$ cat config.mk
export PLATFORM = sky130hd
export DESIGN_NAME = icache
export DESIGN_NICKNAME = d
export VERILOG_FILES = /design/src/rtl/icache_pkg.sv /design/src/rtl/icache_array.sv /design/src/rtl/icache.sv
export SDC_FILE = /design/constraint.sdc
export NUM_CORES = 2
export LEC_CHECK = 0
export BUFFER_PORTS_ARGS = -buffer_cell sky130_fd_sc_hd__clkbuf_2
export CAP_MARGIN = 20
export CORE_ASPECT_RATIO = 1.4
export CORE_MARGIN = 2
export CORE_UTILIZATION = 35
export DETAILED_ROUTE_END_ITERATION = 16
export SLEW_MARGIN = 20
export SYNTH_ARGS = -nofsm -noshare
export SYNTH_HDL_FRONTEND = slang
export SYNTH_HIERARCHICAL = 1
export SYNTH_SLANG_ARGS = --single-unit
$ cat constraint.sdc
create_clock -name CLK -period 37.9 [get_ports CLK]
set_input_delay 9.475 -clock CLK [delete_from_list [all_inputs] [get_ports CLK]]
set_output_delay 9.475 -clock CLK [all_outputs]
set_load 0.01 [all_outputs]
$ cat src/rtl/icache_pkg.sv
// Shared constants and FSM encoding for the direct-mapped instruction cache.
package icache_pkg;

  localparam int unsigned TAG_W    = 3;
  localparam int unsigned INDEX_W  = 3;
  localparam int unsigned OFFSET_W = 2;
  localparam int unsigned BLOCK_W  = 128;

  typedef enum logic [1:0] {
    IDLE     = 2'd0,
    MEM_READ = 2'd1,
    UPDATE   = 2'd2
  } icache_state_e;

endpackage

$ cat src/rtl/icache_array.sv
// Valid/tag/data storage: async clear, one write port, one combinational read port.
module icache_array
  import icache_pkg::*;
#(
  parameter int unsigned IndexW = INDEX_W,
  parameter int unsigned TagW   = TAG_W,
  parameter int unsigned BlockW = BLOCK_W
) (
  input  logic              clk_i,
  input  logic              rst_i,
  input  logic              i_we,
  input  logic [IndexW-1:0] i_waddr,
  input  logic [TagW-1:0]   i_wtag,
  input  logic [BlockW-1:0] i_wdata,
  input  logic [IndexW-1:0] i_raddr,
  output logic              o_valid,
  output logic [TagW-1:0]   o_tag,
  output logic [BlockW-1:0] o_data
);

  localparam int unsigned NumLines = 1 << IndexW;

  logic              r_valid [NumLines];
  logic [TagW-1:0]   r_tag   [NumLines];
  logic [BlockW-1:0] r_data  [NumLines];

  // Data is cleared too so the instruction output reads zero out of reset.
  always_ff @(posedge clk_i or posedge rst_i) begin
    if (rst_i) begin
      for (int unsigned i = 0; i < NumLines; i++) begin
        r_valid[i] <= 1'b0;
        r_tag[i]   <= '0;
        r_data[i]  <= '0;
      end
    end else if (i_we) begin
      r_valid[i_waddr] <= 1'b1;
      r_tag[i_waddr]   <= i_wtag;
      r_data[i_waddr]  <= i_wdata;
    end
  end

  assign o_valid = r_valid[i_raddr];
  assign o_tag   = r_tag[i_raddr];
  assign o_data  = r_data[i_raddr];

endmodule

$ cat src/rtl/icache.sv
// Direct-mapped read-only instruction cache: zero-latency hits, block fill on miss.
module icache
  import icache_pkg::*;
#(
  parameter int unsigned NUM_BLOCKS  = 1 << INDEX_W,
  parameter int unsigned BLOCK_BYTES = BLOCK_W / 8,
  parameter int unsigned ADDR_BITS   = TAG_W + INDEX_W + OFFSET_W + 2
) (
  input  logic                            CLK,
  input  logic                            RESET,
  input  logic [31:0]                     PC,
  output logic [31:0]                     INSTRUCTION,
  output logic                            BUSYWAIT,
  output logic                            mem_read,
  output logic [ADDR_BITS-OFFSET_W-3:0]   mem_address,
  input  logic [BLOCK_BYTES*8-1:0]        mem_readdata,
  input  logic                            mem_busywait
);

  localparam int unsigned IndexW  = $clog2(NUM_BLOCKS);
  localparam int unsigned OffsetW = $clog2(BLOCK_BYTES / 4);
  localparam int unsigned TagW    = ADDR_BITS - IndexW - OffsetW - 2;
  localparam int unsigned BlockW  = BLOCK_BYTES * 8;

  icache_state_e r_state, w_next_state;

  logic [TagW-1:0]    w_tag;
  logic [IndexW-1:0]  w_index;
  logic [OffsetW-1:0] w_offset;
  logic [TagW-1:0]    r_miss_tag;
  logic [IndexW-1:0]  r_miss_index;
  logic               w_line_valid;
  logic [TagW-1:0]    w_line_tag;
  logic [BlockW-1:0]  w_line_data;
  logic               w_hit;
  logic               w_fill;
  logic               w_busywait;
  logic               w_unused_pc;

  assign w_tag       = PC[ADDR_BITS-1 -: TagW];
  assign w_index     = PC[ADDR_BITS-TagW-1 -: IndexW];
  assign w_offset    = PC[OffsetW+1:2];
  // Upper bits alias (1 KB space) and byte-in-word bits are don't-care.
  assign w_unused_pc = ^{PC[31:ADDR_BITS], PC[1:0]};

  icache_array #(
    .IndexW (IndexW),
    .TagW   (TagW),
    .BlockW (BlockW)
  ) u_array (
    .clk_i   (CLK),
    .rst_i   (RESET),
    .i_we    (w_fill),
    .i_waddr (r_miss_index),
    .i_wtag  (r_miss_tag),
    .i_wdata (mem_readdata),
    .i_raddr (w_index),
    .o_valid (w_line_valid),
    .o_tag   (w_line_tag),
    .o_data  (w_line_data)
  );

  assign w_hit       = w_line_valid & (w_line_tag == w_tag);
  assign INSTRUCTION = w_line_data[w_offset*32 +: 32];
  assign mem_address = {r_miss_tag, r_miss_index};
  assign BUSYWAIT    = w_busywait & ~RESET;

  always_comb begin
    w_next_state = r_state;
    w_busywait   = 1'b0;
    mem_read     = 1'b0;
    w_fill       = 1'b0;
    case (r_state)
      IDLE: begin
        w_busywait = ~w_hit;
        if (!w_hit) w_next_state = MEM_READ;
      end
      MEM_READ: begin
        mem_read   = 1'b1;
        w_busywait = 1'b1;
        if (!mem_busywait) begin
          w_fill       = 1'b1;
          w_next_state = UPDATE;
        end
      end
      UPDATE: begin
        w_busywait   = 1'b1;
        w_next_state = IDLE;
      end
      default: w_next_state = IDLE;
    endcase
  end

  // The fill address is captured on the miss so later PC changes cannot corrupt it.
  always_ff @(posedge CLK or posedge RESET) begin
    if (RESET) begin
      r_state      <= IDLE;
      r_miss_tag   <= '0;
      r_miss_index <= '0;
    end else begin
      r_state <= w_next_state;
      if (r_state == IDLE && !w_hit) begin
        r_miss_tag   <= w_tag;
        r_miss_index <= w_index;
      end
    end
  end

endmodule

==> impl_metrics.tcl <==
set metrics [dict create \
    gr-usage-all-layers_pct 16.9 \
    post-dp-hpwl_mm 67.4 \
    first_global_vias 27600 \
    synth_top_area_share_pct 55.1 \
    yosysMostFrequentCell "mux2_2" \
    htree_levels 3 \
    cts_buffers 107 \
    die_height_um 444 \
    core_um2 137000 \
    p_leak_nw 23.6 \
    fmax_mhz 43.2 \
    worstPathMaxFanout 65 \
    r2r_setup_slack_ns 33.28 \
    status "finished clean" \
    period_share_pct 61.0 \
    setup_viol 0 \
    required_ns 28.42 \
    layout_min_cycle_time_ns 23.12 \
    fin_util_pct 39.6 \
    ys_warn_count 6 \
    end_kind "output port" \
    path_common_cell "buf_4" \
    path_class "primary input to output port" \
    synth_cells 2794 \
    arrival_ns 13.65 \
    relSlewSlack_pct 24.7 \
    final_layout_size_suffix_gt1_share_pct 60.1 \
    p_per_area_nw_per_um2 76.5 \
    hold_violations 0 \
    cpPeakStageDelay_ns 0.83 \
    synthArstFlopShare_pct 100 \
    drt_iter0_markers 1439 \
    place_congestion 0.704 \
    syn_area_per_cell_um2 17.3 \
    viasPerCell 5.34 \
    overflow 0 \
    tns_ns 0 \
    synth-main-ff-cell "dfrtp_1" \
    syn-num-nets 2961 \
    tightest_slew_ns 1.13 \
    peakVddDrop_uv 39.1 \
    fp.dieW_um 318 \
    start_kind "primary input" \
    root_buffer "clkbuf_16" \
    drv_cap 0 \
    synth_seq_cells 1064 \
    cts_setup_buffers 0 \
    io_pins 203 \
    crit_chain "buf_8 > buf_4 > buf_4 > mux4_2 > mux2_2 > xnor2_2 > nand4_1 > a21oi_1 > nor3_1 > clkbuf_2" \
    synth_edf_count 0 \
    routedWlPerCell_um 24.5 \
    wl_mm 118 \
    synth_area_leaders "dfrtp_1 55%, mux2_2 26%, mux4_2 14%" \
    core.rowCount 161 \
    ys_seq_area_share_pct 55.1 \
    ys_types 33 \
    hold_buffers 0 \
    ctsResizeCount 0 \
    netlist_area_um2 48400 \
    cts_tree "yes" \
    via_count 25700 \
    synth_top_cell_by_area "dfrtp_1" \
    stdcell_count 4811 \
    post-route-drc-count 0 \
    nNetsFinal 3096 \
    cts_num_sinks 1064 \
    grt_start_max_net_pins 189 \
    worstHoldPathType "register to register" \
    power_mw 4.15 \
    rsz0062_at_grt "no" \
    setup_ws_ns 14.78 \
    path_clk_slew_ns 0.06 \
    dp.cells 4612 \
    cts_buffer_depth 3 \
    antenna_found_initial 43 \
    synthToLayoutAreaGrowth_pct 12.4 \
    initial_core_util_pct 35.2 \
    ant_nets 0 \
    crit_slowest_cell "buf_4" \
    die_area_um2 141000 \
    ys_top_cells_by_count "1101 x mux2_2, 1064 x dfrtp_1, 296 x mux4_2, 121 x buf_2, 79 x mux2_1" \
    portBuffers 178 \
    fin_skew_ns 0.0134 \
    dp_slack_ns 14.80 \
    grt_pass1_wl_mm 180 \
    clk_latency_ns 0.72 \
    slew_violations 0 \
    drt_pass1_iterations 5 \
]
-- placed cells by master, fill, tap and decap left out, types with 3 or more instances in the layout --
cell type,netlist,layout
ha_1,4,4
clkbuf_2,0,174
clkbuf_8,0,24
mux2_4,5,5
inv_1,4,3
clkbuf_16,0,108
xnor2_2,3,3
buf_4,23,42
nand2b_1,6,6
clkinvlp_4,0,3
or2_2,4,4
buf_12,0,5
inv_6,0,3
mux2_1,79,79
nand4b_1,3,3
mux4_2,296,296
dfrtp_1,1064,1064
diode_2,0,7
clkbuf_1,9,23
clkinv_2,0,16
a21oi_1,3,3
bufinv_16,0,9
mux2_2,1101,1101
-- worst paths after layout --
path                                                      from  depth (start not counted)                          endpoint
min in group asynchronous                                RESET                          2       r_miss_index[2]$_DFFE_PP0P_
worst max-delay path                                     PC[4]                         10                          BUSYWAIT
worst min register to register  u_array/r_valid[2]$_DFFE_PP0P_                          1    u_array/r_valid[2]$_DFFE_PP0P_
worst min-delay path            u_array/r_valid[2]$_DFFE_PP0P_                          1    u_array/r_valid[2]$_DFFE_PP0P_
max in group asynchronous                                RESET                          7   u_array/r_data[651]$_DFFE_PP0P_
worst max register to register          r_state[1]$_DFFE_PP0P_                          8  u_array/r_data[1003]$_DFFE_PP0P_
-- metrics by stage --
| stage | instance area (µm²) | hold slack [ns] |
|---|---|---|
| after floorplan | 48400 | 0.429 |
| after global placement | 50700 | 0.444 |
| after detailed placement | 50700 | 0.449 |
| after CTS | 54300 | 0.467 |
| after global routing | 54300 | 0.485 |
| final | 54300 | 0.464 |
-- final cells by class --
| cell class | count | area (µm²) |
|---|---|---|
| antenna | 7 | 17.5 |
| tap | 1793 | 2240 |
| sequential | 1064 | 26600 |
| inverter | 4 | 18.8 |
| multi-input combinational | 1526 | 20400 |
| fill | 12800 | 83000 |
| clock inverter | 37 | 517 |
| timing repair buffer | 226 | 1370 |
| clock buffer | 154 | 3110 |
-- flip-flops by register name (all words and copies together) (netlist names) --
name / count
r_miss_index: 3
u_array/r_tag: 24
r_state: 2
u_array/r_valid: 8
r_miss_tag: 3
u_array/r_data: 1024
-- metal layers --
layer  global-route usage (%)  vias to the layer above  share of wire (%)
met5                        0                        -               0.20
li1                         -                    10900                  -
met2                     25.2                      430                 45
met3                     3.92                      167                5.3
met4                     4.26                       42                1.9
met1                     24.8                    14200                 48
-- worst max-delay path: cells and delay by family --
kind                      cells  cell delay [ns]
AOI/OAI and AO/OA             1             0.27
muxes                         2             0.92
and+or+nand+nor               2             0.44
xor gates and xnor gates      1             0.22
buffers and inverters         4             2.19
-- logic make-up after synthesis --
group	count (synthesis)	synth area share (%)
AND/OR/NAND/NOR	27	0.430
adder cells (fa/ha/maj)	4	0.104
AO/OA/AOI/OAI	11	0.145
buffers and inverters	204	2.73
XOR/XNOR	3	0.101
multiplexers	1481	41.4
flip-flops	1064	55.1
-- power breakdown --
part | switching (mW) | internal (mW)
Sequential | 0.244 | 1.65
Combinational | 0.417 | 0.748
Clock | 0.458 | 0.631
Note: power is estimated with default switching activity, not from simulation.
